File: config.mk
export PLATFORM = sky130hd
export DESIGN_NAME = sa_job_arbiter
export DESIGN_NICKNAME = d
export VERILOG_FILES = /design/src/rtl/sa_job_arbiter.sv
export SDC_FILE = /design/constraint.sdc
export NUM_CORES = 1
export LEC_CHECK = 0
export ABC_CLOCK_PERIOD_IN_PS = 2900
export CORE_AREA = 2 2 231 233
export CTS_BUF_LIST = sky130_fd_sc_hd__clkbuf_4 sky130_fd_sc_hd__clkbuf_8
export DETAILED_ROUTE_END_ITERATION = 6
export DIE_AREA = 0 0 233 235
export GPL_TIMING_DRIVEN = 0
export REMOVE_ABC_BUFFERS = 1
export SYNTH_ARGS = -nofsm -noshare
export SYNTH_HDL_FRONTEND = slang
export SYNTH_SLANG_ARGS = --single-unit
export TNS_END_PERCENT = 1
File: constraint.sdc
create_clock -name clk -period 2.9 [get_ports clk]
set_input_delay 0.435 -clock clk [delete_from_list [all_inputs] [get_ports clk]]
set_output_delay 0.435 -clock clk [all_outputs]
set_load 0.02 [all_outputs]
File: src/rtl/sa_job_arbiter.sv
// sa_job_arbiter: shares one 3x3 systolic array between two job ports.
// Optional watchdog on the array run is built when SA_WDOG_EN is defined.
module sa_job_arbiter #(
  parameter int DATA_W     = 72,
  parameter int SETTLE_CYC = 12,
  parameter int WDOG_CYC   = 32
) (
  input  logic              clk,
  input  logic              rst_n,
  input  logic              req0_valid,
  output logic              req0_ready,
  input  logic [DATA_W-1:0] req0_a,
  input  logic [DATA_W-1:0] req0_b,
  input  logic              req1_valid,
  output logic              req1_ready,
  input  logic [DATA_W-1:0] req1_a,
  input  logic [DATA_W-1:0] req1_b,
  output logic              rsp_valid,
  input  logic              rsp_ready,
  output logic              rsp_id,
  output logic [DATA_W-1:0] rsp_c,
  output logic              rsp_err,
  output logic              sa_start,
  output logic [DATA_W-1:0] sa_a,
  output logic [DATA_W-1:0] sa_b,
  input  logic              sa_valid,
  input  logic [DATA_W-1:0] sa_c,
  output logic              busy
);

  localparam int CMAX =
    (SETTLE_CYC > WDOG_CYC) ? SETTLE_CYC : WDOG_CYC;
  localparam int CW = $clog2(CMAX + 1);

  typedef enum logic [2:0] {
    S_SETTLE,
    S_IDLE,
    S_RUN,
    S_RESP,
    S_RELEASE
  } state_t;

  state_t            r_state;
  state_t            w_next;
  logic [CW-1:0]     r_cnt;
  logic [CW-1:0]     w_cnt_nxt;
  logic              r_last;
  logic              r_id;
  logic [DATA_W-1:0] r_sa_a;
  logic [DATA_W-1:0] r_sa_b;
  logic              r_sa_start;
  logic [DATA_W-1:0] r_rsp_c;
  logic              r_rsp_valid;

  logic              w_pick0;
  logic              w_pick1;
  logic              w_grant;
  logic              w_done;
  logic              w_rsp_hs;

`ifdef SA_WDOG_EN
  logic              r_rsp_err;
  logic              w_abort;
`endif

  // Round-robin pick: a lone requester wins, a tie goes to !last_grant.
  always_comb begin
    w_pick0 = req0_valid & (~req1_valid | r_last);
    w_pick1 = req1_valid & (~req0_valid | ~r_last);
  end

  // Next-state and counter logic for the job sequencer.
  always_comb begin
    w_next    = r_state;
    w_cnt_nxt = r_cnt;
    w_grant   = 1'b0;
    w_done    = 1'b0;
    w_rsp_hs  = 1'b0;
`ifdef SA_WDOG_EN
    w_abort   = 1'b0;
`endif
    unique case (r_state)
      S_SETTLE: begin
        if (r_cnt == CW'(SETTLE_CYC - 1)) begin
          w_next    = S_IDLE;
          w_cnt_nxt = '0;
        end else begin
          w_cnt_nxt = r_cnt + CW'(1);
        end
      end
      S_IDLE: begin
        if (w_pick0 | w_pick1) begin
          w_grant   = 1'b1;
          w_next    = S_RUN;
          w_cnt_nxt = '0;
        end
      end
      S_RUN: begin
        if (sa_valid) begin
          w_done    = 1'b1;
          w_next    = S_RESP;
          w_cnt_nxt = '0;
        end
`ifdef SA_WDOG_EN
        else if (r_cnt == CW'(WDOG_CYC - 1)) begin
          w_abort   = 1'b1;
          w_next    = S_RESP;
          w_cnt_nxt = '0;
        end else begin
          w_cnt_nxt = r_cnt + CW'(1);
        end
`endif
      end
      S_RESP: begin
        if (r_rsp_valid & rsp_ready) begin
          w_rsp_hs  = 1'b1;
          w_next    = S_RELEASE;
          w_cnt_nxt = '0;
        end
      end
      S_RELEASE: begin
`ifdef SA_WDOG_EN
        if (!sa_valid || r_cnt == CW'(SETTLE_CYC - 1)) begin
          w_next    = S_IDLE;
          w_cnt_nxt = '0;
        end else begin
          w_cnt_nxt = r_cnt + CW'(1);
        end
`else
        if (!sa_valid) begin
          w_next = S_IDLE;
        end
`endif
      end
      default: begin
        w_next    = S_SETTLE;
        w_cnt_nxt = '0;
      end
    endcase
  end

  // State and shared cycle counter; reset replays the settle window.
  always_ff @(posedge clk or negedge rst_n) begin
    if (!rst_n) begin
      r_state <= S_SETTLE;
      r_cnt   <= '0;
    end else begin
      r_state <= w_next;
      r_cnt   <= w_cnt_nxt;
    end
  end

  // Grant bookkeeping; operands stay frozen until the next grant.
  always_ff @(posedge clk or negedge rst_n) begin
    if (!rst_n) begin
      r_last <= 1'b1;
      r_id   <= 1'b0;
      r_sa_a <= '0;
      r_sa_b <= '0;
    end else if (w_grant) begin
      r_last <= w_pick1;
      r_id   <= w_pick1;
      r_sa_a <= w_pick1 ? req1_a : req0_a;
      r_sa_b <= w_pick1 ? req1_b : req0_b;
    end
  end

  // Array start: raised on grant, dropped when the run ends.
  always_ff @(posedge clk or negedge rst_n) begin
    if (!rst_n) begin
      r_sa_start <= 1'b0;
    end else if (w_grant) begin
      r_sa_start <= 1'b1;
`ifdef SA_WDOG_EN
    end else if (w_done | w_abort) begin
`else
    end else if (w_done) begin
`endif
      r_sa_start <= 1'b0;
    end
  end

  // Response capture and hold until the consumer takes it.
  always_ff @(posedge clk or negedge rst_n) begin
    if (!rst_n) begin
      r_rsp_c     <= '0;
      r_rsp_valid <= 1'b0;
    end else if (w_done) begin
      r_rsp_c     <= sa_c;
      r_rsp_valid <= 1'b1;
`ifdef SA_WDOG_EN
    end else if (w_abort) begin
      r_rsp_c     <= '0;
      r_rsp_valid <= 1'b1;
`endif
    end else if (w_rsp_hs) begin
      r_rsp_valid <= 1'b0;
    end
  end

`ifdef SA_WDOG_EN
  // Error flag marks a response produced by the watchdog.
  always_ff @(posedge clk or negedge rst_n) begin
    if (!rst_n) begin
      r_rsp_err <= 1'b0;
    end else if (w_abort) begin
      r_rsp_err <= 1'b1;
    end else if (w_done | w_rsp_hs) begin
      r_rsp_err <= 1'b0;
    end
  end

  assign rsp_err = r_rsp_err;
`else
  assign rsp_err = 1'b0;
`endif

  assign req0_ready = w_grant & w_pick0;
  assign req1_ready = w_grant & w_pick1;
  assign rsp_valid  = r_rsp_valid;
  assign rsp_id     = r_id;
  assign rsp_c      = r_rsp_c;
  assign sa_start   = r_sa_start;
  assign sa_a       = r_sa_a;
  assign sa_b       = r_sa_b;
  assign busy       = (r_state != S_IDLE);

endmodule

==> impl_results.md, run 1 <==
- Share of cells above drive strength 1: 11.54%
- Initial antenna violation count: 2
- Final wirelength: 34970 um
- Sequential area share after synthesis: 57.01%
- RePlAce Congestion: 0.8033
- Clock root buffer: clkbuf_8
- Crit-path cells: nor3b_4, buf_4, and2_1, clkdlybuf4s50_1
- Top Ports: 589
- Max Freq: 0.3707 GHz
- CP bufs+invs: 2
- Fillers: 5296
- CTS Buf Count: 43
- Min-delay worst type: input pin to asynchronous set/reset pin
- Clk pwr share: 18.9%
- Reg2reg start: r_last
- Synth area leaders: dfrtp_1 57%, mux2i_1 14%, mux2_2 7.4%
- CTS sink cnt: 229
- Sequential share of power: 31.4%
- GRT Overall Usage: 12.32%
- Cells after Synth: 862
- Dpl hpwl: 27920 um
- CTS Buffer Depth: 3
- Crit path to: req1_ready
- Final Setup Violations: 0
- Leak: 0.007560 uW
- Kind of critical path: register to output port
- Sw Ratio: 37.63%
- Skew final: 0.01495 ns
- Number of port buffers: 587
- Required time of the worst setup path: 2.47 ns
- Via count: 8659
- Most frequent cells in the layout: 584 x clkdlybuf4s50_1, 228 x dfrtp_1, 155 x nand2_1, 144 x mux2i_1, 109 x o21ai_1
- Placed Instance Area: 16770 um2
- Final Cell Area: 17780 um2
- # nets final: 1826
- Final period util: 93.03%
- Number of routed nets with antenna violations: 0
- Final Hold Viols: 0
- Hold WS: 0.3308 ns
- Initial DRT Pass Iterations: 4
- Die width: 233 um
- Finished Core Util: 34.03%
- Post-synth EDFFs: 0
- Max_cap viols: 0
- R2r worst-path depth: 9
- FP Rows: 84
- P_int: 11090 uW
- Distinct cells, synth: 42
- Die Area: 54760 um2
- GRT overflow: 0
- Rel. slew slack: 40.94%
- Vias in the first global route: 9022
- Largest net degree at the start of global routing: 110
- Asr flop ratio synth: 100.0%
- Antenna diode count: 0
- Final instance count without filler cells: 2178
- Worst Setup SP: r_state[1]
- WP data arrival: 2.26 ns
- Slew @ Worst Pin: 0.8808 ns
- Synth Area per Inst: 11.66 um2
- Slowest stage delay, CP: 0.60 ns
- Ys Warns: 0
- CTS tree: built
- Yosys top cell area share: 56.74%
- Gate power share: 49.7%
- Switching power: 6689 uW
- RSZ-0062 raised after global routing: no
- Synth-to-Final Area Change: 76.79%
- Post-DR wirelength/cell: 16.06 um
- Synthesized cell area: 10050 um2
- Core area: 52240 um2
- Die H: 235 um
- Worst skew pair latency: 0.57 ns
- Area leader, netlist: dfrtp_1
- Reg2Reg Setup Slack: 0.55 ns
- Initial Utilization: 19.25%
- Placed insts: 2095
- Outcome: complete, no violations
- CP max FO: 13
- DRT iter0 DRCs: 209
- R2r endpoint: sa_a[16]
- Fin. max-slew vios: 0
- Peak supply drop: 0.4559 mV
- Critical Path Stages: 4
- Most common cell after layout, fill and taps aside: clkdlybuf4s50_1
- Startpoint Class: register
- CP max-delay cell: clkdlybuf4s50_1
- Flops & latches, synth: 229
- Vias per cell: 3.976
- Crit-path leading delay family: buffers and inverters
- Worst Setup End Kind: output port
- Minimum clock period: 2.698 ns
- Depth of the CTS H-tree: 2
- First-pass GRT wire length: 52040 um
- Residual DRC count: 0
- Final Power: 17780 uW
- CTS clk-pin slew, worst paths: 0.06 ns
- PwrDens: 1000 nW/um2
- Ys flop type: dfrtp_1
[flip-flops by register name, indices dropped and copies added, names as in the netlist, 3 cells and up]
| signal | cells |
|---|---|
| r_cnt | 6 |
| r_state | 3 |
| rsp_c | 72 |
| sa_a | 72 |
| sa_b | 72 |
[repair_timing]
item | in CTS | in global routing
setup buffers | 1 | 4
gates cloned | 1 | 0
resized for setup | 1 | 1
pin swaps | 1 | 1
hold buffers | 1 | 0
hold endpoints to repair | 26 | 0
setup endpoints to repair | 27 | 2
[power groups by stage]
stage | Sequential, uW | Combinational, uW | Clock, uW
global placement | 5600 | 9180 | 0
detailed placement | 5640 | 8950 | 0
finish | 5580 | 8840 | 3350
global route | 5800 | 9520 | 3680
CTS | 5610 | 8980 | 3520
floorplan | 7380 | 2870 | 0
[per-stage QoR]
step	TNS, ns	setup WS [ns]
after detailed placement	-32.21	-0.7805
after global routing	0	0.05275
after CTS	0	0.01612
final	0	0.2021
after floorplan	-1224.83	-8.527
after global placement	-3967.04	-14.54
[worst min-delay path by stage]
stage,startpoint,to,slack [ns]
final,rst_n,sa_a[62],0.33
after global routing,rst_n,sa_a[62],0.28
after CTS,rst_n,sa_a[62],0.25
after detailed placement,rst_n,rsp_c[44],0.31
after global placement,sa_a[60],sa_a[60],0.46
after floorplan,rst_n,r_cnt[0],0.14
[cells in the mapped netlist, types with 2 or more instances]
| master | n |
|---|---|
| nand2b_1 | 3 |
| nand2_1 | 155 |
| nor2_1 | 7 |
| a22o_1 | 3 |
| nor3_1 | 2 |
| inv_1 | 3 |
| nor2b_1 | 2 |
| mux2_2 | 66 |
| o21ai_1 | 109 |
| buf_6 | 14 |
| a21oi_1 | 5 |
| nand3_1 | 4 |
| mux2_1 | 6 |
| nor4_1 | 2 |
| clkbuf_1 | 18 |
| mux2i_1 | 144 |
| dfrtp_1 | 228 |
| buf_2 | 11 |
| o21ai_0 | 42 |
| buf_4 | 16 |
[cells by family (layout without fill, tap and decap cells)]
kind of cell | count (synthesis) | after routing | share of synthesized area (%)
other | 1 | 1 | 0.03730
AO/OA/AOI/OAI | 168 | 169 | 8.736
adder cells (fa/ha/maj) | 1 | 1 | 0.1244
multiplexers | 216 | 216 | 22.40
flip-flops | 229 | 229 | 57.01
XOR/XNOR | 2 | 2 | 0.1742
AND/OR/NAND/NOR | 183 | 183 | 7.429
buffers and inverters | 62 | 689 | 4.094
[metal layers]
layer | routed length (um) | track usage [%]
met2 | 17540 | 22.19
met4 | 763 | 3.783
met5 | 0 | 0
met3 | 4013 | 5.303
met1 | 12650 | 12.82
[area by class of cell]
type | count | area, um2 | share of cell area [%]
timing repair buffer | 610 | 6297 | 35.43
sequential | 229 | 5732 | 32.24
multi-input combinational | 572 | 3946 | 22.20
tap | 688 | 860.8 | 4.843
clock buffer | 69 | 855.8 | 4.815
clock inverter | 7 | 72.57 | 0.4082
inverter | 3 | 11.26 | 0.06335
[worst reg2reg max path, cell delays in order (launching register included)]
cell	delay, ns
dfstp_2	0.40
a21boi_4	0.22
buf_12	0.14
buf_12	0.19
buf_12	0.23
buf_12	0.23
buf_12	0.24
buf_12	0.24
mux2i_1	0.27
o21ai_1	0.08
Power figures use the tool's default switching activity.
==> run 2, diff against run 1 <==
--- a/config.mk
+++ b/config.mk
@@ -6,10 +6,11 @@
 export NUM_CORES = 1
 export LEC_CHECK = 0
 export ABC_CLOCK_PERIOD_IN_PS = 2900
-export CORE_AREA = 2 2 231 233
+export CAP_MARGIN = 40
+export CORE_AREA = 2 2 229 231
 export CTS_BUF_LIST = sky130_fd_sc_hd__clkbuf_4 sky130_fd_sc_hd__clkbuf_8
 export DETAILED_ROUTE_END_ITERATION = 6
-export DIE_AREA = 0 0 233 235
+export DIE_AREA = 0 0 231 233
 export GPL_TIMING_DRIVEN = 0
 export REMOVE_ABC_BUFFERS = 1
 export SYNTH_ARGS = -nofsm -noshare
==> constraint.sdc (replaced) <==
create_clock -name clk -period 2.9 [get_ports clk]
set_input_delay 0.435 -clock clk [delete_from_list [all_inputs] [get_ports clk]]
set_output_delay 0.435 -clock clk [all_outputs]
set_load 0.01 [all_outputs]
==> run 2 against run 1 <==
Net effect:
- sequential share of layout area about the same
- combinational power down 12%
- register-to-register slack worse by 0.06 ns
- power down 5.8%
- global-route usage up 0.34 points
- worst hold slack worse by 0.048 ns
- cell area about the same
- critical path type unchanged
==> impl_results.md, run 2 (synthesis results as in run 1) <==
- DRT iter0 DRCs: 241
- CTS clk-pin slew, worst paths: 0.06 ns
- Multi-input logic area: 3935 um2
- Initial DRT Pass Iterations: 5
- Sw Ratio: 33.53%
- Rel. slew slack: 52.31%
- Kind of critical path: register to output port
- CTS Buf Count: 45
- Final Hold Viols: 0
- Gate power share: 46.6%
- PwrDens: 941.7 nW/um2
- GRT overflow: 0
- Max Freq: 0.3694 GHz
- Antenna diode count: 0
- Slew @ Worst Pin: 0.7127 ns
- Final period util: 93.34%
- Leak: 0.007550 uW
- Number of port buffers: 587
- Depth of the CTS H-tree: 2
- Peak supply drop: 0.3022 mV
- GRT Overall Usage: 12.66%
- Worst Setup End Kind: output port
- Synth-to-Final Area Change: 76.82%
- Switching power: 5613 uW
- Initial antenna violation count: 2
- Number of routed nets with antenna violations: 0
- Post-DR wirelength/cell: 16.27 um
- Top Ports: 589
- Startpoint Class: register
- Sequential share of power: 33.4%
- Largest net degree at the start of global routing: 110
- CTS Buffer Depth: 3
- Final Setup Violations: 0
- RSZ-0062 raised after global routing: no
- Worst skew pair latency: 0.58 ns
- CTS sink cnt: 229
- WP data arrival: 2.27 ns
- Share of cells above drive strength 1: 11.48%
- Clock root buffer: clkbuf_8
- Required time of the worst setup path: 2.47 ns
- Placed insts: 2089
- Final wirelength: 35290 um
- Min-delay worst type: input pin to asynchronous set/reset pin
- Most frequent cells in the layout: 586 x clkdlybuf4s50_1, 228 x dfrtp_1, 155 x nand2_1, 144 x mux2i_1, 109 x o21ai_1
- Die Area: 53820 um2
- Placed Instance Area: 16820 um2
- Max_cap viols: 0
- Die H: 233 um
- Fin. max-slew vios: 0
- # nets final: 1827
- Vias per cell: 3.979
- First-pass GRT wire length: 52520 um
- Clk pwr share: 20.1%
- Minimum clock period: 2.707 ns
- Core area: 51090 um2
- Via count: 8631
- CTS tree: built
- Final Cell Area: 17780 um2
- Vias in the first global route: 9039
- Die width: 231 um
- Sequential cell area: 5732 um2
- Initial Utilization: 19.68%
- CP max FO: 13
- Outcome: complete, no violations
- Dpl hpwl: 28090 um
- Fillers: 5203
- Post-CTS sizing: 0
- Final instance count without filler cells: 2169
- P_int: 11130 uW
- RePlAce Congestion: 0.7691
- Residual DRC count: 0
- Most common cell after layout, fill and taps aside: clkdlybuf4s50_1
- Skew final: 0.02401 ns
- FP Rows: 83
## run 2: cell types whose count changed in the layout (fill, tap and decap cells not counted), sizes merged
cell | before | now
dlymetal6s2s | 1 | 0
clkbuf | 69 | 71
clkdlybuf4s50 | 584 | 586
dlygate4sd2 | 1 | 0
a21boi | 2 | 1
clkinv | 3 | 1
## run 2: cell type report
cell class	count	area share [%]
clock buffer	71	4.863
clock inverter	5	0.3449
multi-input combinational	571	22.13
timing repair buffer	610	35.57
sequential	229	32.24
tap	680	4.786
inverter	3	0.06334
## run 2: repair_timing
item,CTS,global route
setup buffers,2,1
pin swaps,1,0
setup endpoints to repair,1,2
hold buffers,1,0
hold endpoints to repair,26,0
## run 2: power groups by stage
stage                     clock network [uW]  registers (uW)  logic (uW)
after floorplan                            0            6270        2870
after global placement                     0            5600        8080
after detailed placement                   0            5640        7920
after CTS                               3530            5610        7950
after global routing                    3670            5810        8450
final                                   3360            5580        7790
## run 2: path summary, 6_finish.rpt
check	cells past startpoint	start	slack (ns)	end
hold reg to reg	2	sa_a[61]	0.47	sa_a[61]
min in group clk	2	sa_c[9]	0.46	rsp_c[9]
hold / removal	2	rst_n	0.28	sa_a[34]
setup / recovery	4	r_state[1]	0.19	req0_ready
setup reg to reg	9	r_state[1]	0.49	sa_a[61]
max in group asynchronous	3	rst_n	1.76	sa_a[61]
## run 2: layer usage
metal / share of wire [%] / global-route usage (%)
met1: 37 / 13.57
met2: 51 / 22.78
met3: 10 / 5.110
met4: 2.4 / 3.750
met5: 0.026 / 0
## run 2: per-stage QoR
stage | total power, uW | util [%] | setup slack (ns) | hold slack, ns | TNS [ns]
after floorplan | 9136 | - | -8.445 | 0.1394 | -1224.75
after global placement | 13680 | 32.06 | -13.78 | 0.4645 | -3944.90
final | 16740 | 34.80 | 0.1931 | 0.2831 | 0
after detailed placement | 13560 | 32.92 | -0.5039 | 0.2849 | -11.53
after CTS | 17090 | 34.78 | 0.01820 | 0.2232 | 0
after global routing | 17930 | 34.80 | 0.03213 | 0.2589 | 0
## run 2: critical path: stages (launching register included)
cell             delay (ns)
dfrtp_1                0.53
nor3b_4                0.28
nand2_1                0.10
a21oi_1                0.18
clkdlybuf4s50_1        0.60
==> run 3, diff against run 2 <==
--- a/config.mk
+++ b/config.mk
@@ -12,6 +12,8 @@
 export DETAILED_ROUTE_END_ITERATION = 6
 export DIE_AREA = 0 0 231 233
 export GPL_TIMING_DRIVEN = 0
+export HOLD_SLACK_MARGIN = 0.03
+export MAX_ROUTING_LAYER = met4
 export REMOVE_ABC_BUFFERS = 1
 export SYNTH_ARGS = -nofsm -noshare
 export SYNTH_HDL_FRONTEND = slang
==> run 3 against run 2 <==
Net effect:
- worst setup slack improved by 0.0030 ns
- clock power about the same
- final cell count hardly changed
==> impl_results.md, run 3 (synthesis results as in run 1) <==
- Outcome: complete, no violations
- Finished Core Util: 34.80%
- WP data arrival: 2.27 ns
- Minimum clock period: 2.704 ns
- Die H: 233 um
- First-pass GRT wire length: 52360 um
- FP Rows: 83
- Vias in the first global route: 9065
- GRT Overall Usage: 13.03%
- Min-delay worst type: input pin to asynchronous set/reset pin
- CTS Buf Count: 45
- Skew final: 0.02313 ns
- Number of port buffers: 587
- CP max FO: 13
- Reg2Reg Setup Slack: 0.49 ns
- Initial antenna violation count: 2
- Post-DR wirelength/cell: 16.26 um
- GRT overflow: 0
- Residual DRC count: 0
- Dpl hpwl: 28090 um
- Worst skew pair latency: 0.58 ns
- PwrDens: 941.4 nW/um2
- Fin worst setup slack: 0.1962 ns
- RePlAce Congestion: 0.7794
- Depth of the CTS H-tree: 2
- Share of cells above drive strength 1: 11.48%
- Setup TNS: 0 ns
- Final Hold Viols: 0
- R2r worst-path depth: 9
- CTS tree: built
- Fillers: 5203
- Final period util: 93.24%
- Die width: 231 um
- Top Ports: 589
- Clock root buffer: clkbuf_8
- # nets final: 1827
- Final Power: 16740 uW
- Pre-CTS WS: -0.5039 ns
- Peak supply drop: 0.3024 mV
- Vias per cell: 3.979
- Fin. max-slew vios: 0
- Placed insts: 2089
- CTS sink cnt: 229
- Via count: 8634
- CTS clk-pin slew, worst paths: 0.06 ns
- Final Setup Violations: 0
- R2r endpoint: sa_a[61]
- Startpoint Class: register
- Required time of the worst setup path: 2.47 ns
- Most common cell after layout, fill and taps aside: clkdlybuf4s50_1
- Reg2reg start: r_state[1]
- Rel. slew slack: 52.30%
- Core area: 51090 um2
- Max Freq: 0.3698 GHz
- Number of routed nets with antenna violations: 0
- Die Area: 53820 um2
- Initial Utilization: 19.68%
- Kind of critical path: register to output port
- Synth-to-Final Area Change: 76.84%
- Final wirelength: 35290 um
- RSZ-0062 raised after global routing: no
- Final instance count without filler cells: 2170
- Max_cap viols: 0
- Worst Setup End Kind: output port
- Slew @ Worst Pin: 0.7128 ns
- DRT iter0 DRCs: 199
- CTS Buffer Depth: 3
- Initial DRT Pass Iterations: 5
- Largest net degree at the start of global routing: 110
- Most frequent cells in the layout: 586 x clkdlybuf4s50_1, 228 x dfrtp_1, 155 x nand2_1, 144 x mux2i_1, 109 x o21ai_1
- Leak: 0.007550 uW
[run 3: cell count changes in the layout (fill, tap and decap cells not counted)]
cell / before / now
diode_2: 0 / 1
[run 3: worst max-delay path: stages (launching register included)]
cell and delay [ns]:
dfrtp_1 0.53, nor3b_4 0.28, nand2_1 0.10, a21oi_1 0.18
clkdlybuf4s50_1 0.60
[run 3: timing repair]
item,4_1_cts,5_1_grt
pin swaps,1,0
setup buffers,2,1
hold buffers,1,0
endpoints found under the setup margin,1,2
gates resized for setup,0,0
hold endpoints to repair,56,0
[run 3: area by class of cell]
| class | count | area (um2) | area share [%] |
|---|---|---|---|
| clock inverters | 5 | 61.31 | 0.3448 |
| multi-input cells | 571 | 3935 | 22.13 |
| clock buffers | 71 | 864.6 | 4.862 |
| inverters | 3 | 11.26 | 0.06333 |
| flip-flops and latches | 229 | 5732 | 32.24 |
| diodes | 1 | 2.502 | 0.01407 |
| well taps | 680 | 850.8 | 4.785 |
| repair buffers | 610 | 6324 | 35.56 |
[run 3: through the flow]
| step | hold WS [ns] | instance area [um2] |
|---|---|---|
| 3_3_place_gp | 0.4645 | 16380 |
| 2_1_floorplan | 0.1394 | 9654 |
| 5_1_grt | 0.2614 | 17780 |
| 6_report | 0.2830 | 17780 |
| 3_5_place_dp | 0.2849 | 16820 |
| 4_1_cts | 0.2232 | 17770 |
[run 3: how the worst max path moves through the flow]
stage | start | to | slack [ns]
6_report | r_state[1] | req0_ready | 0.20
2_1_floorplan | req1_valid | req1_ready | -8.45
3_3_place_gp | req1_valid | sa_a[71] | -13.78
3_5_place_dp | req1_valid | sa_b[46] | -0.50
4_1_cts | req1_valid | req1_ready | 0.02
5_1_grt | r_state[1] | req0_ready | 0.03
[run 3: power by group]
part,total (uW),switching (uW),leakage (uW),internal [uW]
registers,5580,841,0.00281,4740
clock network,3360,1390,0.000488,1970
logic,7800,3370,0.00425,4420
total,16700,5610,0.00755,11100
[run 3: metal layers]
layer	up-vias	track usage (%)	wire length, um
met5	-	-	0
met4	0	3.750	846
met3	62	4.645	3355
met2	429	22.75	17820
met1	3941	13.87	13260
li1	4202	-	-
